### src/rtl/axi_lite_slave_pkg.sv
// Shared types and constants for the AXI4-Lite slave to local register bus bridge.
package axi_lite_slave_pkg;

  localparam int unsigned LCL_ADDR_W = 32;
  localparam int unsigned LCL_DATA_W = 32;
  localparam int unsigned LCL_STRB_W = LCL_DATA_W / 8;
  localparam int unsigned TMO_CNT_W  = 32;

  localparam logic [1:0] AXI_RESP_OKAY   = 2'b00;
  localparam logic [1:0] AXI_RESP_SLVERR = 2'b10;

  typedef enum logic [2:0] {
    ST_IDLE,
    ST_WR_REQ,
    ST_WR_WAIT,
    ST_WR_RESP,
    ST_RD_REQ,
    ST_RD_WAIT,
    ST_RD_RESP
  } state_e;

  // Held write request: address from AW, data/strobes from W.
  typedef struct packed {
    logic [LCL_ADDR_W-1:0] addr;
    logic [LCL_DATA_W-1:0] data;
    logic [LCL_STRB_W-1:0] strb;
  } wr_req_t;

  // Counter preload so that expiry lands on the Nth wait cycle; 0 means unused.
  function automatic logic [TMO_CNT_W-1:0] tmo_load_val(input int unsigned cycles);
    if (cycles == 0) return '0;
    return TMO_CNT_W'(cycles - 1);
  endfunction

endpackage

### src/rtl/axi_lite_slave_timeout.sv
// Loadable down-counter: clear, load, count while enabled, expired when enabled at zero.
module axi_lite_slave_timeout
  import axi_lite_slave_pkg::*;
#(
  parameter int unsigned CNT_W = TMO_CNT_W
) (
  input  logic             clk,
  input  logic             rst,
  input  logic             clr,
  input  logic             load,
  input  logic [CNT_W-1:0] load_val,
  input  logic             en,
  output logic             expired_c
);

  logic [CNT_W-1:0] cnt;

  always_ff @(posedge clk or posedge rst) begin
    if (rst) begin
      cnt <= '0;
    end else if (clr) begin
      cnt <= '0;
    end else if (load) begin
      cnt <= load_val;
    end else if (en && (cnt != '0)) begin
      cnt <= cnt - CNT_W'(1);
    end
  end

  assign expired_c = en && (cnt == '0);

endmodule

### src/rtl/axi_lite_slave.sv
// AXI4-Lite slave issuing single-cycle strobes on a local register bus, one transaction
// in flight, with round-robin write/read arbitration and a response timeout.
module axi_lite_slave
  import axi_lite_slave_pkg::*;
#(
  parameter int unsigned TIMEOUT_CYCLES = 256,
  parameter logic [31:0] TIMEOUT_RDATA  = 32'hDEAD_BEEF
) (
  input  logic        clk,
  input  logic        rst,
  input  logic        s_axi_awvalid,
  output logic        s_axi_awready,
  input  logic [31:0] s_axi_awaddr,
  input  logic [2:0]  s_axi_awprot,
  input  logic        s_axi_wvalid,
  output logic        s_axi_wready,
  input  logic [31:0] s_axi_wdata,
  input  logic [3:0]  s_axi_wstrb,
  output logic        s_axi_bvalid,
  input  logic        s_axi_bready,
  output logic [1:0]  s_axi_bresp,
  input  logic        s_axi_arvalid,
  output logic        s_axi_arready,
  input  logic [31:0] s_axi_araddr,
  input  logic [2:0]  s_axi_arprot,
  output logic        s_axi_rvalid,
  input  logic        s_axi_rready,
  output logic [31:0] s_axi_rdata,
  output logic [1:0]  s_axi_rresp,
  output logic        lcl_wr,
  output logic        lcl_rd,
  output logic [31:0] lcl_addr,
  output logic [31:0] lcl_din,
  output logic [3:0]  lcl_wstrb,
  input  logic        lcl_ack,
  input  logic [31:0] lcl_dout,
  input  logic        lcl_dv,
  input  logic        lcl_err
);

  state_e state, state_nxt;

  logic                  aw_held, w_held, ar_held, rd_prio;
  logic                  aw_held_nxt, w_held_nxt, ar_held_nxt, rd_prio_nxt;
  wr_req_t               wr_hold, wr_hold_nxt;
  logic [LCL_ADDR_W-1:0] ar_addr, ar_addr_nxt;

  logic                  awready_nxt, wready_nxt, arready_nxt;
  logic                  bvalid_nxt, rvalid_nxt;
  logic [1:0]            bresp_nxt, rresp_nxt;
  logic [LCL_DATA_W-1:0] rdata_nxt;
  logic                  lcl_wr_nxt, lcl_rd_nxt;
  logic [LCL_ADDR_W-1:0] lcl_addr_nxt;
  logic [LCL_DATA_W-1:0] lcl_din_nxt;
  logic [LCL_STRB_W-1:0] lcl_wstrb_nxt;

  logic aw_hs_c, w_hs_c, ar_hs_c;
  logic wr_pend_c, rd_pend_c;
  logic dispatch_wr_c, dispatch_rd_c;
  logic tmo_en_c, tmo_expired_c;

  logic unused_prot;
  assign unused_prot = ^{s_axi_awprot, s_axi_arprot};

  assign aw_hs_c   = s_axi_awvalid & s_axi_awready;
  assign w_hs_c    = s_axi_wvalid  & s_axi_wready;
  assign ar_hs_c   = s_axi_arvalid & s_axi_arready;
  assign wr_pend_c = (aw_held | aw_hs_c) & (w_held | w_hs_c);
  assign rd_pend_c = ar_held | ar_hs_c;

  assign dispatch_wr_c = (state == ST_IDLE) && (state_nxt == ST_WR_REQ);
  assign dispatch_rd_c = (state == ST_IDLE) && (state_nxt == ST_RD_REQ);

  assign tmo_en_c = ((state == ST_WR_WAIT) || (state == ST_RD_WAIT)) && (TIMEOUT_CYCLES != 0);

  axi_lite_slave_timeout #(
    .CNT_W (TMO_CNT_W)
  ) u_timeout (
    .clk       (clk),
    .rst       (rst),
    .clr       (state == ST_IDLE),
    .load      ((state == ST_WR_REQ) || (state == ST_RD_REQ)),
    .load_val  (tmo_load_val(TIMEOUT_CYCLES)),
    .en        (tmo_en_c),
    .expired_c (tmo_expired_c)
  );

  always_ff @(posedge clk or posedge rst) begin
    if (rst) state <= ST_IDLE;
    else     state <= state_nxt;
  end

  // Next state; a real local response takes precedence over a same-cycle timeout.
  always_comb begin
    state_nxt = state;
    case (state)
      ST_IDLE: begin
        if (wr_pend_c && (!rd_pend_c || !rd_prio)) state_nxt = ST_WR_REQ;
        else if (rd_pend_c)                        state_nxt = ST_RD_REQ;
      end
      ST_WR_REQ:  state_nxt = ST_WR_WAIT;
      ST_WR_WAIT: if (lcl_ack || tmo_expired_c) state_nxt = ST_WR_RESP;
      ST_WR_RESP: if (s_axi_bready) state_nxt = ST_IDLE;
      ST_RD_REQ:  state_nxt = ST_RD_WAIT;
      ST_RD_WAIT: if (lcl_dv || tmo_expired_c) state_nxt = ST_RD_RESP;
      ST_RD_RESP: if (s_axi_rready) state_nxt = ST_IDLE;
      default:    state_nxt = ST_IDLE;
    endcase
  end

  // Next values of the holding registers and of every registered output.
  always_comb begin
    aw_held_nxt   = aw_held | aw_hs_c;
    w_held_nxt    = w_held | w_hs_c;
    ar_held_nxt   = (ar_held | ar_hs_c) & ~dispatch_rd_c;
    wr_hold_nxt   = wr_hold;
    ar_addr_nxt   = ar_addr;
    rd_prio_nxt   = rd_prio;
    bresp_nxt     = s_axi_bresp;
    rresp_nxt     = s_axi_rresp;
    rdata_nxt     = s_axi_rdata;
    lcl_addr_nxt  = lcl_addr;
    lcl_din_nxt   = lcl_din;
    lcl_wstrb_nxt = lcl_wstrb;

    if (aw_hs_c) wr_hold_nxt.addr = s_axi_awaddr;
    if (w_hs_c) begin
      wr_hold_nxt.data = s_axi_wdata;
      wr_hold_nxt.strb = s_axi_wstrb;
    end
    if (ar_hs_c) ar_addr_nxt = s_axi_araddr;

    if ((state == ST_WR_RESP) && s_axi_bready) begin
      aw_held_nxt = 1'b0;
      w_held_nxt  = 1'b0;
    end

    if (dispatch_wr_c) begin
      rd_prio_nxt   = 1'b1;
      lcl_addr_nxt  = wr_hold_nxt.addr;
      lcl_din_nxt   = wr_hold_nxt.data;
      lcl_wstrb_nxt = wr_hold_nxt.strb;
    end else if (dispatch_rd_c) begin
      rd_prio_nxt  = 1'b0;
      lcl_addr_nxt = ar_addr_nxt;
    end

    if (state == ST_WR_WAIT) begin
      if (lcl_ack)            bresp_nxt = lcl_err ? AXI_RESP_SLVERR : AXI_RESP_OKAY;
      else if (tmo_expired_c) bresp_nxt = AXI_RESP_SLVERR;
    end

    if (state == ST_RD_WAIT) begin
      if (lcl_dv) begin
        rdata_nxt = lcl_dout;
        rresp_nxt = lcl_err ? AXI_RESP_SLVERR : AXI_RESP_OKAY;
      end else if (tmo_expired_c) begin
        rdata_nxt = TIMEOUT_RDATA;
        rresp_nxt = AXI_RESP_SLVERR;
      end
    end

    awready_nxt = (state_nxt == ST_IDLE) && !aw_held_nxt;
    wready_nxt  = (state_nxt == ST_IDLE) && !w_held_nxt;
    arready_nxt = (state_nxt == ST_IDLE) && !ar_held_nxt &&
                  (!(aw_held_nxt && w_held_nxt) || rd_prio_nxt);
    bvalid_nxt  = (state_nxt == ST_WR_RESP);
    rvalid_nxt  = (state_nxt == ST_RD_RESP);
    lcl_wr_nxt  = dispatch_wr_c;
    lcl_rd_nxt  = dispatch_rd_c;
  end

  always_ff @(posedge clk or posedge rst) begin
    if (rst) begin
      aw_held       <= 1'b0;
      w_held        <= 1'b0;
      ar_held       <= 1'b0;
      rd_prio       <= 1'b0;
      wr_hold       <= '0;
      ar_addr       <= '0;
      s_axi_awready <= 1'b0;
      s_axi_wready  <= 1'b0;
      s_axi_arready <= 1'b0;
      s_axi_bvalid  <= 1'b0;
      s_axi_bresp   <= AXI_RESP_OKAY;
      s_axi_rvalid  <= 1'b0;
      s_axi_rdata   <= '0;
      s_axi_rresp   <= AXI_RESP_OKAY;
      lcl_wr        <= 1'b0;
      lcl_rd        <= 1'b0;
      lcl_addr      <= '0;
      lcl_din       <= '0;
      lcl_wstrb     <= '0;
    end else begin
      aw_held       <= aw_held_nxt;
      w_held        <= w_held_nxt;
      ar_held       <= ar_held_nxt;
      rd_prio       <= rd_prio_nxt;
      wr_hold       <= wr_hold_nxt;
      ar_addr       <= ar_addr_nxt;
      s_axi_awready <= awready_nxt;
      s_axi_wready  <= wready_nxt;
      s_axi_arready <= arready_nxt;
      s_axi_bvalid  <= bvalid_nxt;
      s_axi_bresp   <= bresp_nxt;
      s_axi_rvalid  <= rvalid_nxt;
      s_axi_rdata   <= rdata_nxt;
      s_axi_rresp   <= rresp_nxt;
      lcl_wr        <= lcl_wr_nxt;
      lcl_rd        <= lcl_rd_nxt;
      lcl_addr      <= lcl_addr_nxt;
      lcl_din       <= lcl_din_nxt;
      lcl_wstrb     <= lcl_wstrb_nxt;
    end
  end

endmodule

### config.mk
export PLATFORM = sky130hd
export DESIGN_NAME = axi_lite_slave
export DESIGN_NICKNAME = d
export VERILOG_FILES = /design/src/rtl/axi_lite_slave_pkg.sv /design/src/rtl/axi_lite_slave_timeout.sv /design/src/rtl/axi_lite_slave.sv
export SDC_FILE = /design/constraint.sdc
export NUM_CORES = 1
export LEC_CHECK = 0
export ABC_AREA = 1
export BUFFER_PORTS_ARGS = -buffer_cell sky130_fd_sc_hd__buf_2
export CORE_AREA = 8 8 188 136
export CTS_BUF_LIST = sky130_fd_sc_hd__clkbuf_2 sky130_fd_sc_hd__clkbuf_4 sky130_fd_sc_hd__clkbuf_8
export DETAILED_ROUTE_END_ITERATION = 10
export DIE_AREA = 0 0 196 144
export GPL_ROUTABILITY_DRIVEN = 0
export PLACE_DENSITY = 0.81
export SLEW_MARGIN = 10
export SYNTH_ARGS = -nofsm -noshare
export SYNTH_HDL_FRONTEND = slang
export SYNTH_HIERARCHICAL = 1
export SYNTH_SLANG_ARGS = --single-unit
### constraint.sdc
create_clock -name clk -period 9.8 [get_ports clk]
set_input_delay 1.96 -clock clk [delete_from_list [all_inputs] [get_ports clk]]
set_output_delay 1.96 -clock clk [all_outputs]
set_load 0.02 [all_outputs]
==> impl_metrics.toml <==
[setup_path]
cp_max_fo = 70
cp.required_ns = 10.21
arrival_ns = 4.81
start_kind = "input pin"
cp-end-kind = "flop"
reg2reg_setup_slack_ns = 6.49
rr_worst_depth = 8
crit_type = "input pin to flop"
r2r_end = "lcl_addr[4]"
reg2reg_from = "s_axi_arready"

[clocking]
clk_pin_slew_worst_paths_ns = 0.06
h-tree-depth = 2
hold_buffers = 0
cts-root-buf = "clkbuf_8"
clk_path_buf_depth = 3
cts_tree = "built"
numClockSinks = 248
postCtsSetupRepairBufs = 0
insertion_delay_ns = 0.54
cts_resized = 0
cts_buffers = 40

[synthesis]
synth_top_cell_by_area = "dfrtp_1"
yosys.area.top_type_share_pct = 56.8
synth_edf_count = 0
ys_types = 38
post_synth_inst_count = 1197
yosysSeqAreaShare_pct = 56.8
avgSynthCellArea_um2 = 9.12
async_reset_ff_share_pct = 100
synthFlopType = "dfrtp_1"
synth_area_leaders = "dfrtp_1 (57%), nand2_1 (17%), mux2_2 (6.6%), nand3_1 (4.2%), nor2_1 (2.6%)"
ys_warn_count = 6
synthesis.area_um2 = 10900
synth.ff_latch_count = 248

[detailed_routing]
first_pass_iters = 6
ant_nets = 0
drcViolationCount = 0
dr.first_iter.drc_count = 556
drt-vias-per-instance = 5.08
via_count = 9122
wl_per_cell_um = 16.2
drt-total-wl_um = 29000

[pwr]
swShare_pct = 41.9
combPwrFrac_pct = 42.8
p_leak_nw = 7.07
clkPwrFrac_pct = 19.7
max-vdd-ir-drop_v = 0.000167
p_per_area_nw_per_um2 = 347
seqPwrFrac_pct = 37.4
power_switching_mw = 1.92
intPower_mw = 2.67

[min_path]
min_from = "wr_hold[22]"
hold_end = "wr_hold[22]"
hp-class = "flop to flop"
holdPathStages = 2

[final_layout]
final_cell_mix = "nand2_1 (489), buf_2 (250), dfrtp_1 (248), nand3_1 (91), nor2_1 (76)"
layout_commonest_cell = "nand2_1"
drive_gt1_share_pct = 28.1
multi_input_area_um2 = 4290
syn_to_final_growth_pct = 21.0
fin_util_pct = 57.6
layout.area.seq_um2 = 6210
num-nets-final = 1624
n_fill_cell = 2011

[timing]
grt_setup_unrepaired = "false"
hold_viol_final = 0
setup_ws_ns = 5.39
maxSlewHeadroom_pct = 25.2
tightest_slew_ns = 1.12
setup_viol = 0
finalCritPeriodShare_pct = 45.0
fin_worst_skew_ns = 0.0187
period_needed_ns = 4.41
tns_ns = 0
report.final.slew_viol_count = 0
fmaxAchievable_mhz = 227

[placed_design]
place.port_buffers = 250
place_ws_ns = 4.82
dpl.hpwl_um = 19600

[global_routing]
grt_pass1_vias = 9044
antenna_found_initial = 3
grt_max_degree = 141
track_usage_pct = 20.5
grt_pass1_wl_um = 47100
overflow = 0

[status]
status = "complete, no violations"

[floorplan]
io-pin-count = 259
start_util_pct = 47.6
die_area_um2 = 28200
std_cell_rows = 47
die_x_um = 196
chipHeight_um = 144
coreArea_um2 = 22900

[job]
drv_cap = 0
[registers in the layout, summed over array words and instances, names as in the netlist]
signal and cells:
u_timeout/cnt 32, lcl_rd 1, s_axi_rdata 32, lcl_wstrb 4
lcl_din 32, w_held 1, aw_held 1, s_axi_rvalid 1
s_axi_arready 1, lcl_wr 1, s_axi_bresp 1, lcl_addr 32
rd_prio 1, s_axi_wready 1, ar_addr 32, state 3
s_axi_rresp 1, s_axi_awready 1, s_axi_bvalid 1, ar_held 1
wr_hold 68
[layer usage]
layer  GRT usage, %  wire (µm)  vias up  part of all wire [%]
met5              0         47        -                  0.16
met4           6.36        561        6                   1.9
met2           31.6      13000      341                    45
met3           6.05       2520       53                   8.7
li1               -          -     4367                     -
met1           27.6      12900     4355                    44
[how the worst max path moves through the flow]
stage                             start      endpoint  slack (ns)  depth (start not counted)
after floorplan                     rst    ar_addr[0]        1.93                          1
after global placement    s_axi_arvalid   lcl_addr[3]        4.85                          9
after detailed placement  s_axi_arvalid   lcl_addr[1]        4.82                          9
after CTS                 s_axi_arvalid  lcl_addr[13]        5.37                          9
after global routing      s_axi_arvalid   lcl_addr[4]        5.11                          9
final                     s_axi_arvalid   lcl_addr[4]        5.39                          9
[cell type report]
class,count,share of cell area (%)
multi-input cells,871,32.5
repair buffers,255,9.76
inverters,59,1.77
clock inverters,7,0.379
diodes,1,0.0189
flip-flops and latches,248,47.0
clock buffers,62,5.80
well taps,294,2.78
[synthesized netlist by cell type, types with 8 or more instances]
cell      number
inv_1         47
buf_2         22
nor2_1        76
o21ai_0       22
o22ai_1       10
nand2_1      489
clkbuf_1       9
a22o_1         8
mux2_2        64
inv_2          8
o22a_1        25
nand3_1       91
dfrtp_1      248
buf_4         11
nand4_1        8
nand2_2        8
[cells by family (layout without fill, tap and decap cells)]
| group | Yosys count | after routing | synth area share, % |
|---|---|---|---|
| AO/OA/AOI/OAI | 79 | 79 | 5.16 |
| XOR/XNOR | 4 | 4 | 0.321 |
| adder cells (fa/ha/maj) | 1 | 1 | 0.115 |
| buffers and inverters | 110 | 383 | 4.94 |
| flip-flops | 248 | 248 | 56.8 |
| multiplexers | 64 | 64 | 6.60 |
| other | 2 | 35 | 0.0688 |
| AND/OR/NAND/NOR | 689 | 689 | 26.0 |
[power by group through the flow]
stage	Sequential, mW	Combinational, mW	Clock, mW
2_1_floorplan	1.92	1.23	0
3_3_place_gp	1.70	1.91	0
3_5_place_dp	1.72	1.97	0
4_1_cts	1.71	1.98	0.931
5_1_grt	1.76	2.20	0.979
6_report	1.72	1.96	0.905
[stage by stage]
step | power [mW] | cells | hold WS [ns] | cell area (µm²)
2_1_floorplan | 3.15 | 1229 | 0.445 | 11000
3_3_place_gp | 3.61 | 1727 | 0.458 | 12400
3_5_place_dp | 3.70 | 1727 | 0.461 | 12400
4_1_cts | 4.62 | 1796 | 0.477 | 13200
5_1_grt | 4.94 | 1796 | 0.491 | 13200
6_report | 4.59 | 1797 | 0.475 | 13200
[worst max-delay path, stage by stage]
cell     delay, ns
buf_2         0.10
nand2_2       0.62
nand2_1       0.15
nand2_1       0.16
nand3_4       0.42
inv_4         0.85
nor2_8        0.25
nand2_1       0.16
nand3_1       0.09
No activity file was read; power rests on OpenSTA's default activity.
